--- src/rtl/calc_pkg.sv ---
// Shared types and frame constants for the calculator result transmitter.
// Holds the transmit FSM state enum and the line levels used in each frame.
package calc_pkg;

  typedef enum logic [2:0] {
    IDLE,
    START_BIT,
    DATA_BITS,
    STOP_BIT,
    NEXT_WORD
  } tx_state_e;

  localparam logic START_LEVEL = 1'b0;
  localparam logic STOP_LEVEL = 1'b1;
  localparam int FRAMES_PER_XFER = 2;

endpackage

--- src/rtl/baud_tick_gen.sv ---
// Bit-period counter: bit_tick pulses on the last enabled cycle of a bit.
// Ports: clk, reset (sync, active-low), enable, clear -> bit_tick.
module baud_tick_gen #(
  parameter int CLKS_PER_BIT = 16
) (
  input  logic clk,
  input  logic reset,
  input  logic enable,
  input  logic clear,
  output logic bit_tick
);

  localparam int CW = $clog2(CLKS_PER_BIT);
  localparam logic [CW-1:0] LAST = CW'(CLKS_PER_BIT - 1);

  logic [CW-1:0] cnt_q, cnt_d;

  assign bit_tick = enable && !clear && (cnt_q == LAST);

  always_comb begin
    cnt_d = cnt_q + 1'b1;
    if (clear || bit_tick) cnt_d = '0;
  end

  always_ff @(posedge clk) begin
    if (!reset) cnt_q <= '0;
    else if (enable) cnt_q <= cnt_d;
  end

endmodule

--- src/rtl/calc_result_tx.sv ---
// Serialises a result word then a carry word as two UART-style frames.
// Ports: clk, reset, enable, start, dataC, carry -> tx, busy, done.
module calc_result_tx
  import calc_pkg::*;
#(
  parameter int WORD_LENGTH  = 6,
  parameter int CLKS_PER_BIT = 16
) (
  input  logic                   clk,
  input  logic                   reset,
  input  logic                   enable,
  input  logic                   start,
  input  logic [WORD_LENGTH-1:0] dataC,
  input  logic [WORD_LENGTH-1:0] carry,
  output logic                   tx,
  output logic                   busy,
  output logic                   done
);

  localparam int BCW = (WORD_LENGTH > 1) ? $clog2(WORD_LENGTH) : 1;
  localparam int FCW = (FRAMES_PER_XFER > 1) ? $clog2(FRAMES_PER_XFER) : 1;

  tx_state_e              state_q, state_d;
  logic [WORD_LENGTH-1:0] res_q, car_q;
  logic [BCW-1:0]         bit_cnt_q, bit_cnt_d;
  logic [FCW-1:0]         frame_q, frame_d;
  logic                   done_q, done_d;
  logic                   bit_tick, baud_clr;
  logic                   accept, last_bit, last_frame;
  logic [WORD_LENGTH-1:0] cur_word;

  assign accept     = enable && start && (state_q == IDLE);
  assign last_bit   = bit_cnt_q == BCW'(WORD_LENGTH - 1);
  assign last_frame = frame_q == FCW'(FRAMES_PER_XFER - 1);
  assign cur_word   = (frame_q == '0) ? res_q : car_q;

  // Hold the baud counter at zero whenever no bit is on the line.
  assign baud_clr = (state_q == IDLE) || (state_q == NEXT_WORD);

  baud_tick_gen #(
    .CLKS_PER_BIT(CLKS_PER_BIT)
  ) u_baud (
    .clk     (clk),
    .reset   (reset),
    .enable  (enable),
    .clear   (baud_clr),
    .bit_tick(bit_tick)
  );

  always_ff @(posedge clk) begin
    if (!reset) begin
      state_q   <= IDLE;
      bit_cnt_q <= '0;
      frame_q   <= '0;
      done_q    <= 1'b0;
    end else begin
      // done_d already implies enable, so the pulse stays one cycle wide.
      done_q <= done_d;
      if (enable) begin
        state_q   <= state_d;
        bit_cnt_q <= bit_cnt_d;
        frame_q   <= frame_d;
      end
    end
  end

  always_ff @(posedge clk) begin
    if (!reset) begin
      res_q <= '0;
      car_q <= '0;
    end else if (accept) begin
      res_q <= dataC;
      car_q <= carry;
    end
  end

  always_comb begin
    state_d   = state_q;
    bit_cnt_d = bit_cnt_q;
    frame_d   = frame_q;
    done_d    = 1'b0;
    unique case (state_q)
      IDLE: begin
        if (start) begin
          state_d = START_BIT;
          frame_d = '0;
        end
      end
      START_BIT: begin
        if (bit_tick) state_d = DATA_BITS;
      end
      DATA_BITS: begin
        if (bit_tick) begin
          if (last_bit) begin
            state_d   = STOP_BIT;
            bit_cnt_d = '0;
          end else begin
            bit_cnt_d = bit_cnt_q + 1'b1;
          end
        end
      end
      STOP_BIT: begin
        if (bit_tick) begin
          if (last_frame) begin
            state_d = IDLE;
            done_d  = 1'b1;
          end else begin
            state_d = NEXT_WORD;
            frame_d = frame_q + 1'b1;
          end
        end
      end
      NEXT_WORD: state_d = START_BIT;
      default:   state_d = IDLE;
    endcase
  end

  always_comb begin
    tx   = STOP_LEVEL;
    busy = state_q != IDLE;
    done = done_q;
    unique case (state_q)
      START_BIT: tx = START_LEVEL;
      DATA_BITS: tx = cur_word[bit_cnt_q];
      default:   tx = STOP_LEVEL;
    endcase
  end

endmodule

--- config.mk ---
export PLATFORM = sky130hd
export DESIGN_NAME = calc_result_tx
export DESIGN_NICKNAME = d
export VERILOG_FILES = /design/src/rtl/calc_pkg.sv /design/src/rtl/baud_tick_gen.sv /design/src/rtl/calc_result_tx.sv
export SDC_FILE = /design/constraint.sdc
export NUM_CORES = 1
export LEC_CHECK = 0
export ABC_AREA = 1
export BUFFER_PORTS_ARGS = -buffer_cell sky130_fd_sc_hd__buf_4
export CAP_MARGIN = 20
export CORE_MARGIN = 2
export CORE_UTILIZATION = 30
export CTS_CLUSTER_DIAMETER = 100
export DETAILED_ROUTE_END_ITERATION = 12
export GPL_ROUTABILITY_DRIVEN = 0
export PLACE_DENSITY = 0.54
export SYNTH_ARGS = -nofsm -noshare
export SYNTH_HDL_FRONTEND = slang
export SYNTH_SLANG_ARGS = --single-unit
export TNS_END_PERCENT = 20
--- constraint.sdc ---
create_clock -name clk -period 2.66 [get_ports clk]
set_clock_uncertainty 0.1 [all_clocks]
set_input_delay 0.532 -clock clk [delete_from_list [all_inputs] [get_ports clk]]
set_output_delay 0.532 -clock clk [all_outputs]
set_load 0.005 [all_outputs]
== Word-level counts from Yosys, hierarchy flattened ==
Cells that the tools add are included.

* Output and inout bits: 3
* Bits in registers: 24

* Reduce and logical (&&, ||, !) cells: 14
* Equality and inequality tests: 11
* Multiplexer cells: 18
* Add/sub/neg operators: 3
* Magnitude comparators: 1

{| class="wikitable"
|+ Operators by type and width
! kind !! count
|-
| 3-bit 2-to-1 mux || 7
|-
| 3-bit one-hot mux with 5 select lines || 1
|-
| 3-bit by 2-bit equality test with 1-bit output (second input constant) || 2
|-
| 3-bit equality test (second input constant) || 2
|-
| 6-bit 2-to-1 mux || 1
|-
| 2-bit by 1-bit != test with 1-bit output (second input constant) || 3
|-
| 3-bit AND reduction || 2
|-
| 6-bit AND reduction || 1
|-
| 1-bit 2-to-1 mux || 5
|-
| 4-bit by 1-bit adder with 4-bit output (second input constant) || 1
|-
| 4-bit equality test (second input constant) || 1
|-
| 1-bit logical AND || 4
|-
| 3-bit by 4-bit < comparator with 1-bit output (second input constant) || 1
|-
| 4-bit 2-to-1 mux || 1
|-
| 2-bit != test (second input constant) || 2
|-
| 1-bit one-hot mux with 2 select lines || 2
|-
| 4-bit AND reduction || 1
|-
| 3-bit by 1-bit adder with 3-bit output (second input constant) || 1
|-
| 1-bit binary-select mux with 3-bit select || 1
|-
| 3-bit by 1-bit equality test with 1-bit output (second input constant) || 1
|-
| 3-bit zero test || 1
|-
| 3-bit nonzero test || 1
|-
| 1-bit logical OR || 2
|-
| 2-bit nonzero test || 1
|-
| other kinds (2) || 2
|}

== Longest topological paths before layout ==
* Depth in word-level cells: 7
* Mapped depth: 9

== Modules after synthesis ==
A second synthesis with hierarchy kept.

* Cells, all modules: 175
* Area, all modules: 1209.9 um^2

{| class="wikitable"
|+ By module, submodules not included
! module !! instances !! area each (um^2) !! cells an instance !! sequential area each (um^2)
|-
| calc_result_tx || 1 || 1008.5 || 147 || 400.4
|-
| baud_tick_gen || 1 || 201.4 || 28 || 80.1
|}

== Least setup slack after synthesis ==
OpenSTA, ideal clock, no wires.

* Kind: register to output
* Start point: reg frame_q
* End point: out tx
* Cell stages (with the launch flop): 10
* Slack: 1127 ps
* Data arrival time: 901 ps
* Cell sequence: dfxtp_1 -> buf_2 -> inv_2 -> nand2_1 -> nand3_1 -> nand2_1 -> nand2_1 -> nand3_1 -> nand2_1 -> nand2_1

* Word-level cells in the longest chain between the ends: 4

{| class="wikitable"
|+ RTL lines
! element !! RTL line !! text
|-
| from (decl) || calc_result_tx.sv:26 || <nowiki>logic [FCW-1:0] frame_q, frame_d;</nowiki>
|-
| from (signal assigned) || calc_result_tx.sv:62 || <nowiki>frame_q <= frame_d;</nowiki>
|-
| 6-bit 2-to-1 mux || calc_result_tx.sv:35 || <nowiki>assign cur_word = (frame_q == '0) ? res_q : car_q;</nowiki>
|-
| 1-bit binary-select mux with 3-bit select || calc_result_tx.sv:124 || <nowiki>DATA_BITS: tx = cur_word[bit_cnt_q];</nowiki>
|-
| 1-bit 2-to-1 mux (not written as such) || calc_result_tx.sv:124 ||
|-
| 1-bit one-hot mux with 2 select lines || calc_result_tx.sv:122 || <nowiki>unique case (state_q)</nowiki>
|-
| to (decl) || calc_result_tx.sv:15 || <nowiki>output logic tx,</nowiki>
|}

Every way passes these cells. The select of a mux whose other input is x is not followed.

== Final worst setup path ==
Same ends and word-level chain as after synthesis.

==> run metrics <==
status=finished clean; proportion of layout cells with a drive suffix above 1=0.1710; hold buffer count at CTS=0; critical-path cell list=inv_2 -> nand2_1 -> nand3_1 -> nand2_1 -> nand2_1 -> nand3_1 -> nand2_1 -> nand2_1 -> buf_4; worst min path class=register to register; num rows=22; Setup crit end kind=output port; fmax=466.6 MHz; core area=3744 um^2; Setup Fix Bufs, Post-CTS=0; slowest CP cell=dfxtp_1; count of input and output buffers=18; drt wl/cell=10.04 um; first-pass GRT wire length=4264 um; H-tree Lvls=1; Synth top area share=0.4025; Worst-Margin Slew=618.0 ps; Clk Latency, worst-skew pair=270 ps; Static Leak=0.6078 nW; post-CTS sizing=0; Nets=212; power density cells=772.1 nW/um^2; GRT overflow=0; Max-slew headroom=0.5870; die area=4499 um^2; Synth area leader=dfxtp_1; total clock sinks=24; Synth area leaders=dfxtp_1, nand2_1, a21oi_1; total number of vias=1114; Max stage delay on crit path=510 ps; Initial Util=0.3189; Synth Register Bits=24; I/O pins=19; n_diodes=0; number of fill cells in the layout=435; post-layout min period=2143 ps; pins over their slew limit=0; RSZ-0062 raised after global routing=false; fin crit share=0.8057; final setup fails=0; synth warn=0; # DRC=0; pin count of the biggest net entering global routing=26; cell count after synthesis=177; Final Util=0.3757; WL final=2420 um; register area=480.5 um^2; critical path class=register to output port; max-cap viol count=0; Top cell by count, worst path=nand2_1; Synth Net Count=194; synth unique cells=21; Root Driver=clkbuf_8; TritonCTS Buffers=3; initial antenna violation count=0; Startpoint Class=register; drt initial violations=27; drt first pass iters=5; Seq/Total Area, Yosys=0.4025; vias in the first global route=1002; setup_tns=0 ps; Crit Path Max Fanout=8; Synth-to-Final Area Change=17.82%; ANT nets after route=0; multi-input gate area in the final layout=584.3 um^2; Tot GR Track Use=0.1243; CTS clk-pin slew, worst paths=90 ps; CP required=2030 ps; routed vias/inst=4.622; synthesized area per cell=6.744 um^2; Final Hold Fails=0; Critical Path AT=1510 ps; Post-Syn Area=1194 um^2; Die X=67.08 um; post-DP HPWL=1751 um; Worst R2R Setup Slack=980 ps; die height=67.08 um; worst vdd ir=0.2447 mV; TritonCTS clock tree=done; clock buffer depth=2
## report_power, final
group	leakage (nW)	internal, W	switching (W)
Clock	0.0216	0.000101	0.000115
Sequential	0.196	0.000421	0.0000440
Combinational	0.390	0.000159	0.000245
## layout by cell type, fill, tap and decap left out, types with 2 or more instances in the layout
cell type	n
inv_2	5
nand2_2	2
dfxtp_1	24
o21ai_1	16
buf_4	18
nor3_1	3
a21oi_1	20
nor2_1	11
clkbuf_8	3
nand3_1	14
nand4_1	3
nor2_4	2
nand2_1	42
inv_1	23
## through the flow
step / total power [W] / area, um^2 / setup slack (ps) / hold WS [ps] / std cells
after global placement: 0.0008833 / 1365 / 792.7 / 334.8 / 238
after CTS: 0.001094 / 1406 / 487.1 / 349.5 / 241
after global routing: 0.001176 / 1406 / 350.8 / 367.4 / 241
final: 0.001086 / 1406 / 516.9 / 347.6 / 241
after floorplan: 0.0007695 / 1194 / 1127 / 324.1 / 177
after detailed placement: 0.0008822 / 1365 / 799.9 / 337.2 / 238
## cell usage after synthesis
cell type  instances
a211oi_1           1
a21oi_1           20
buf_2              4
clkbuf_1           1
dfxtp_1           24
ha_1               1
inv_1             23
inv_2              5
nand2_1           42
nand2_2            2
nand3_1           14
nand3_2            1
nand4_1            3
nand4_2            1
nor2_1            11
nor2_4             2
nor3_1             3
nor3_2             1
o21ai_0            1
o21ai_1           16
xnor2_1            1
## path summary, 6_finish.rpt
check | startpoint | endpoint | cells past startpoint
setup / recovery | frame_q | tx | 9
hold / removal | car_q[4] | car_q[4] | 2
setup reg to reg | state_q[0] | res_q[3] | 4
hold reg to reg | car_q[4] | car_q[4] | 2
## logic make-up after synthesis
kind of cell / share of synthesized area
xor+xnor: 0.007339
compound gates: 0.1614
simple gates: 0.3103
buf+inv: 0.1080
fa+ha+maj: 0.01048
flops: 0.4025
## metal layers
metal	routed length (um)	vias up	share of wire	track usage
li1	-	603	-	-
met5	0	-	0	0
met3	75	5	0.031	0.01689
met2	1080	18	0.45	0.2005
met4	52	0	0.021	0.06122
met1	1212	488	0.50	0.1610
## worst max-delay path, delay by kind of cell (launching register included)
kind	cells	cell delay, ps
flip-flops	1	510
AND/OR/NAND/NOR	7	470
buffers and inverters	2	250
## registers in the layout, summed over array words and instances, names as in the netlist
name and flops:
car_q 6, done 1, res_q 6, frame_q 1, bit_cnt_q 3, state_q 3, u_baud.cnt_q 4
## area by class of cell
cell class                 instances  share of cell area
timing repair buffer              18             0.09609
inverter                          28             0.07473
sequential                        24              0.3416
multi-input combinational        120              0.4155
clock buffer                       3             0.02936
tap                               48             0.04270
No activity file was read; power rests on OpenSTA's default activity.
